**src/rtl/ram_port_arbiter.sv**
```systemverilog
// ram_port_arbiter
// Shares the single RAM port among the instruction and data caches of CPUS cores.
// Data traffic outranks instruction fetches. A starvation counter forces an
// instruction grant after STARVE_LIMIT data grants while a fetch is pending.
// Ownership rotates round-robin among the cores. A data grant moves BURST words.
// An instruction grant moves one word. Every grant is followed by one IDLE cycle.

module ram_port_arbiter #(
  parameter int CPUS         = 2,
  parameter int BURST        = 2,
  parameter int STARVE_LIMIT = 4
) (
  input  logic                      CLK,
  input  logic                      nRST,
  input  logic [CPUS-1:0]           iREN,
  input  logic [CPUS*32-1:0]        iaddr,
  input  logic [CPUS-1:0]           dREN,
  input  logic [CPUS-1:0]           dWEN,
  input  logic [CPUS*32-1:0]        daddr,
  input  logic [CPUS*32-1:0]        dstore,
  input  logic [1:0]                ramstate,
  input  logic [31:0]               ramload,
  output logic [CPUS-1:0]           iwait,
  output logic [CPUS-1:0]           dwait,
  output logic [CPUS*32-1:0]        iload,
  output logic [CPUS*32-1:0]        dload,
  output logic                      ramREN,
  output logic                      ramWEN,
  output logic [31:0]               ramaddr,
  output logic [31:0]               ramstore,
  output logic                      grant_valid,
  output logic [$clog2(CPUS)-1:0]   grant_owner
);

  localparam int IW = $clog2(CPUS);
  localparam int BW = (BURST > 1) ? $clog2(BURST) : 1;
  localparam int SW = (STARVE_LIMIT > 0) ? $clog2(STARVE_LIMIT + 1) : 1;

  localparam logic [BW-1:0] LAST_BEAT  = BW'(BURST - 1);
  localparam logic [SW-1:0] STARVE_MAX = SW'(STARVE_LIMIT);

  typedef enum logic [1:0] {
    FREE   = 2'd0,
    BUSY   = 2'd1,
    ACCESS = 2'd2,
    ERROR  = 2'd3
  } ramstate_t;

  typedef enum logic [1:0] {
    IDLE   = 2'd0,
    DGRANT = 2'd1,
    IGRANT = 2'd2
  } state_t;

  state_t        state_q,      state_d;
  logic [IW-1:0] rr_ptr_q,     rr_ptr_d;
  logic [BW-1:0] beat_cnt_q,   beat_cnt_d;
  logic [SW-1:0] starve_cnt_q, starve_cnt_d;
  logic [IW-1:0] owner_q,      owner_d;
  logic          op_write_q,   op_write_d;

  logic [CPUS-1:0] d_req;
  logic            any_d_req;
  logic            any_i_req;
  logic            force_instr;
  logic [IW-1:0]   d_pick;
  logic [IW-1:0]   i_pick;
  logic            ram_access;
  logic            own_d_req;
  logic            own_i_req;
  logic [IW+4:0]   own_base;
  logic [31:0]     own_iaddr;
  logic [31:0]     own_daddr;
  logic [31:0]     own_dstore;
  logic [IW-1:0]   owner_next;

  // Scan the requests starting at ptr. Return the first set requester.
  // The scan runs from the far end back toward ptr, so the requester
  // closest to ptr is the last one written and therefore wins.
  function automatic logic [IW-1:0] rr_pick(input logic [CPUS-1:0] req,
                                            input logic [IW-1:0]   ptr);
    logic [IW-1:0] sel;
    int            idx;
    sel = '0;
    for (int k = CPUS - 1; k >= 0; k--) begin
      idx = int'(ptr) + k;
      if (idx >= CPUS) idx = idx - CPUS;
      if (req[IW'(idx)]) sel = IW'(idx);
    end
    return sel;
  endfunction

  // Advance a CPU index by one, wrapping from CPUS-1 back to 0.
  function automatic logic [IW-1:0] wrap_inc(input logic [IW-1:0] p);
    if (int'(p) == CPUS - 1) return '0;
    return p + IW'(1);
  endfunction

  assign d_req       = dREN | dWEN;
  assign any_d_req   = |d_req;
  assign any_i_req   = |iREN;
  assign force_instr = (starve_cnt_q == STARVE_MAX) && any_i_req;
  assign d_pick      = rr_pick(d_req, rr_ptr_q);
  assign i_pick      = rr_pick(iREN, rr_ptr_q);
  assign ram_access  = (ramstate_t'(ramstate) == ACCESS);

  assign own_d_req   = d_req[owner_q];
  assign own_i_req   = iREN[owner_q];
  assign own_base    = {owner_q, 5'd0};
  assign own_iaddr   = iaddr[own_base +: 32];
  assign own_daddr   = daddr[own_base +: 32];
  assign own_dstore  = dstore[own_base +: 32];
  assign owner_next  = wrap_inc(owner_q);

  // Next-state logic: arbitration in IDLE, and beat counting or abort while a grant is held.
  always_comb begin
    state_d      = state_q;
    rr_ptr_d     = rr_ptr_q;
    beat_cnt_d   = beat_cnt_q;
    starve_cnt_d = starve_cnt_q;
    owner_d      = owner_q;
    op_write_d   = op_write_q;

    case (state_q)
      IDLE: begin
        if (any_d_req && !force_instr) begin
          state_d    = DGRANT;
          owner_d    = d_pick;
          op_write_d = dWEN[d_pick];
          beat_cnt_d = '0;
        end else if (any_i_req) begin
          state_d    = IGRANT;
          owner_d    = i_pick;
          op_write_d = 1'b0;
          beat_cnt_d = '0;
        end
      end

      DGRANT: begin
        if (!own_d_req) begin
          state_d    = IDLE;
          beat_cnt_d = '0;
        end else if (ram_access) begin
          if (beat_cnt_q == LAST_BEAT) begin
            state_d    = IDLE;
            beat_cnt_d = '0;
            rr_ptr_d   = owner_next;
            if (any_i_req) begin
              if (starve_cnt_q != STARVE_MAX) starve_cnt_d = starve_cnt_q + SW'(1);
            end else begin
              starve_cnt_d = '0;
            end
          end else begin
            beat_cnt_d = beat_cnt_q + BW'(1);
          end
        end
      end

      IGRANT: begin
        if (!own_i_req) begin
          state_d = IDLE;
        end else if (ram_access) begin
          state_d      = IDLE;
          rr_ptr_d     = owner_next;
          starve_cnt_d = '0;
        end
      end

      default: begin
        state_d = IDLE;
      end
    endcase
  end

  // State and counter registers. nRST returns everything to IDLE immediately.
  always_ff @(posedge CLK or negedge nRST) begin
    if (!nRST) begin
      state_q      <= IDLE;
      rr_ptr_q     <= '0;
      beat_cnt_q   <= '0;
      starve_cnt_q <= '0;
      owner_q      <= '0;
      op_write_q   <= 1'b0;
    end else begin
      state_q      <= state_d;
      rr_ptr_q     <= rr_ptr_d;
      beat_cnt_q   <= beat_cnt_d;
      starve_cnt_q <= starve_cnt_d;
      owner_q      <= owner_d;
      op_write_q   <= op_write_d;
    end
  end

  // Route the owner's request to the RAM, and route the RAM data back to the owner only.
  // A wait is released only on an ACCESS cycle while the request is still held.
  always_comb begin
    iwait       = '1;
    dwait       = '1;
    iload       = '0;
    dload       = '0;
    ramREN      = 1'b0;
    ramWEN      = 1'b0;
    ramaddr     = '0;
    ramstore    = '0;
    grant_valid = 1'b0;
    grant_owner = '0;

    case (state_q)
      DGRANT: begin
        grant_valid = 1'b1;
        grant_owner = owner_q;
        ramaddr     = own_daddr;
        if (op_write_q) begin
          ramWEN   = 1'b1;
          ramstore = own_dstore;
        end else begin
          ramREN                 = 1'b1;
          dload[own_base +: 32]  = ramload;
        end
        if (ram_access && own_d_req) dwait[owner_q] = 1'b0;
      end

      IGRANT: begin
        grant_valid            = 1'b1;
        grant_owner            = owner_q;
        ramREN                 = 1'b1;
        ramaddr                = own_iaddr;
        iload[own_base +: 32]  = ramload;
        if (ram_access && own_i_req) iwait[owner_q] = 1'b0;
      end

      default: begin
      end
    endcase
  end

endmodule

```
**config.mk**
```make
export PLATFORM = sky130hd
export DESIGN_NAME = ram_port_arbiter
export DESIGN_NICKNAME = d
export VERILOG_FILES = /design/src/rtl/ram_port_arbiter.sv
export SDC_FILE = /design/constraint.sdc
export NUM_CORES = 1
export LEC_CHECK = 0
export CAP_MARGIN = 20
export CORE_AREA = 2 2 166 168
export DETAILED_ROUTE_END_ITERATION = 6
export DIE_AREA = 0 0 168 170
export GPL_ROUTABILITY_DRIVEN = 0
export HOLD_SLACK_MARGIN = 0.06
export SYNTH_ARGS = -nofsm -noshare
export SYNTH_HDL_FRONTEND = slang
export SYNTH_SLANG_ARGS = --single-unit
```
**constraint.sdc**
```tcl
create_clock -name CLK -period 2.4 [get_ports CLK]
set_input_delay 0.36 -clock CLK [delete_from_list [all_inputs] [get_ports CLK]]
set_output_delay 0.36 -clock CLK [all_outputs]
set_load 0.005 [all_outputs]
```
==> results <==
==> layer usage <==
layer  vias up  GRT usage, %  wire length, µm
li1       2302             -                -
met1      2324          18.2             9430
met2       297          29.4            12400
met3        12          3.65             2070
met4         0          2.53              316
met5         -             0                0
==> sequential cells by signal, summed over array words and instances (netlist names) <==
| signal | flops |
|---|---|
| starve_cnt_q | 3 |
| state_q | 2 |
| beat_cnt_q | 1 |
| op_write_q | 1 |
| owner_q | 1 |
| rr_ptr_q | 1 |
==> cell usage in the layout (no fill, tap or decap), types with 8 or more instances in the layout <==
cell type,instances
sky130_fd_sc_hd__nor2_1,38
sky130_fd_sc_hd__buf_6,10
sky130_fd_sc_hd__buf_2,9
sky130_fd_sc_hd__clkdlybuf4s50_1,266
sky130_fd_sc_hd__buf_4,43
sky130_fd_sc_hd__and3_1,65
sky130_fd_sc_hd__buf_12,16
sky130_fd_sc_hd__mux2i_1,36
sky130_fd_sc_hd__mux4_2,32
sky130_fd_sc_hd__dfrtp_1,8
sky130_fd_sc_hd__dlygate4sd2_1,102
sky130_fd_sc_hd__clkdlybuf4s15_1,17
sky130_fd_sc_hd__and2_4,15
sky130_fd_sc_hd__and2_1,82
sky130_fd_sc_hd__dlymetal6s2s_1,33
==> power groups by stage <==
stage / clock (W) / combinational (W) / sequential, W
2_1_floorplan: 0 / 0.00214 / 0.000275
3_3_place_gp: 0 / 0.00501 / 0.000362
3_5_place_dp: 0 / 0.00499 / 0.000362
4_1_cts: 0.000311 / 0.00585 / 0.000355
5_1_grt: 0.000324 / 0.00631 / 0.000329
6_report: 0.000302 / 0.00587 / 0.000317
==> metrics by stage <==
stage                     setup WS [ps]  area (µm²)  total power, W
after detailed placement           -137        8030         0.00535
after CTS                          -205        8590         0.00652
after floorplan                     291        3080         0.00241
after global placement             -141        8030         0.00537
after global routing              -85.2        8780         0.00696
final                             -15.6        8790         0.00649
==> final cells by class <==
type | instances | area, µm²
sequential | 9 | 229
inverter | 8 | 32.5
clock buffer | 4 | 78.8
multi-input combinational | 324 | 2790
tap | 341 | 427
timing repair buffer | 509 | 5220
antenna | 2 | 5.00
fill | 2817 | 17900
==> final timing paths <==
path	start	endpoint	depth (start not counted)
max	state_q[0]	ramaddr[19]	8
min	nRST	starve_cnt_q[0]	1
max reg2reg	state_q[0]	starve_cnt_q[0]	9
min reg2reg	starve_cnt_q[2]	starve_cnt_q[2]	1
max in group asynchronous	nRST	owner_q	1
min in group CLK	starve_cnt_q[2]	starve_cnt_q[2]	1
==> worst max-delay path, delay by kind of cell, from the launching register on <==
family        cells  cell delay [ps]
mux               1              560
buf+inv           5              530
flops             1              380
fa+ha+maj         1              170
simple gates      1              170
==> cells by family after synthesis <==
group / count (synthesis) / synth area share, %
muxes: 70 / 36.0
adders and majority gates: 6 / 2.44
AOI/OAI and AO/OA: 16 / 3.99
buffers and inverters: 46 / 6.34
DFF: 9 / 7.32
and+or+nand+nor: 232 / 43.9
==> repair_timing <==
item | 4_1_cts | 5_1_grt
setup endpoints to repair | 188 | 99
pin swaps | 6 | 3
setup buffers | 25 | 18
gates resized for setup | 210 | 66
gates cloned | 9 | 0
==> results.yml <==
floorplan:
  die-width_um: 168
  core_region_area_um2: 26700
  placement_rows: 60
  initial_util_pct: 11.5
  die-height_um: 170
  design.portCount: 434
  design.die.area_um2: 28600
power:
  power.density_cell_area_nw_per_um2: 739
  p_leak_nw: 4.67
  switching_share_pct: 40.2
  power_report.internal_total_w: 0.00388
  switching_power_w: 0.00261
  p_clk_share_pct: 4.6
  max-vdd-ir-drop_mv: 0.325
  comb_power_share_pct: 90.5
  pwr-share-seq_pct: 4.9
synthesis:
  mappedNetlistArea_um2: 3080
  yosysUniqueCellTypes: 36
  synth_seq_area_share_pct: 7.32
  yosysWarningCount: 0
  synth.net_count: 619
  ys_ff_latch: 9
  postSynthCellCount: 379
  synthTopCellsByArea: "sky130_fd_sc_hd__mux4_2 23%, sky130_fd_sc_hd__and2_1 20%, sky130_fd_sc_hd__and3_1 13%"
  syn_area_per_cell_um2: 8.12
  ys_dominant_reg_cell: "sky130_fd_sc_hd__dfrtp_1"
  post_synth_top_area_cell: "sky130_fd_sc_hd__mux4_2"
  synth.cells.most_frequent: "97 x sky130_fd_sc_hd__and2_1, 65 x sky130_fd_sc_hd__and3_1, 39 x sky130_fd_sc_hd__nor2_1"
  synthDominantCellAreaShare_pct: 23.4
  synth.most_common_cell: "sky130_fd_sc_hd__and2_1"
  synthArstFlopShare_pct: 100
  synth_enable_flop_cells: 0
critical_path:
  path_max_fanout: 5
  setup.worst_path.class: "reg -> out"
  worst_path_cell_chain: "inv_2 > ha_4 > buf_4 > buf_12 > buf_12 > mux4_2 > and2_4 > buf_6"
  worst_ep_arrival_time_ps: 2060
  cp_common_cell: "sky130_fd_sc_hd__buf_12"
  critPathLaunchType: "flop"
  r2r_slack_ps: 340
  timing.critical_path.slowest_stage_cell: "sky130_fd_sc_hd__mux4_2"
  endpoint_kind: "output port"
  worst-endpoint-required_ps: 2040
  cp_slowest_stage_delay_ps: 560
worst_hold_path:
  min-delay-path-class: "in -> async"
timing:
  report.final.hold_viol_count: 0
  timing.fmax_ghz: 0.414
  final.setup_skew_ps: 0.658
  setup_tns_ps: -49.7
  hold_ws_ps: 453
  finalSetupViolCount: 6
  slew_violations: 0
  timing.final.crit_share_pct: 101
  max_transition_margin_pct: 67.9
  worst_pin_slew_ps: 480
  setup_ws_ps: -15.6
  post-route-min-period_ps: 2420
  rsz0062_at_grt: "yes"
clock_network:
  cts_tree: "done"
  cts_max_level: 1
  clock_path_buffers: 2
  path_clk_slew_ps: 40
  cts_buffers: 3
  ctsRootBufferMaster: "sky130_fd_sc_hd__clkbuf_16"
  cts_hold_repair.buffers: 0
  clock-sinks: 9
  source_to_sink_clock_delay_at_the_later_pin_of_the_worst_skew_pair_ps: 240
place:
  detailed_place_hpwl_um: 18300
  post-place-cells: 1143
  buffer_ports.inserted: 433
global_route:
  track_usage_pct: 15.6
  vias_in_the_first_global_route: 5062
  global_route_wire_length_before_repair_um: 33300
  grt.overflow.total: 0
  grt_start_max_net_pins: 43
  grt_antenna_before_repair: 2
route:
  drt-initial-drc-count: 204
  drt.antenna.violating_nets: 0
  mean_routed_wirelength_per_cell_um: 20.2
  drt_pass1_iterations: 4
  via_count: 4935
  drt-vias-per-instance: 4.12
  drt-total-wl_um: 24200
  drt_drc_violations_left: 0
final_layout:
  fin_util_pct: 33.0
  flow.area_growth_from_synthesis_pct: 186
  nNetsFinal: 1095
  fin_cells: 1197
  final_layout_size_suffix_gt1_share_pct: 18.6
status:
  status: "finished with violations"
  violations_in_the_final_reports: "negative setup slack"
job:
  cap_violations: 0
Note: power is estimated with default switching activity, not from simulation.
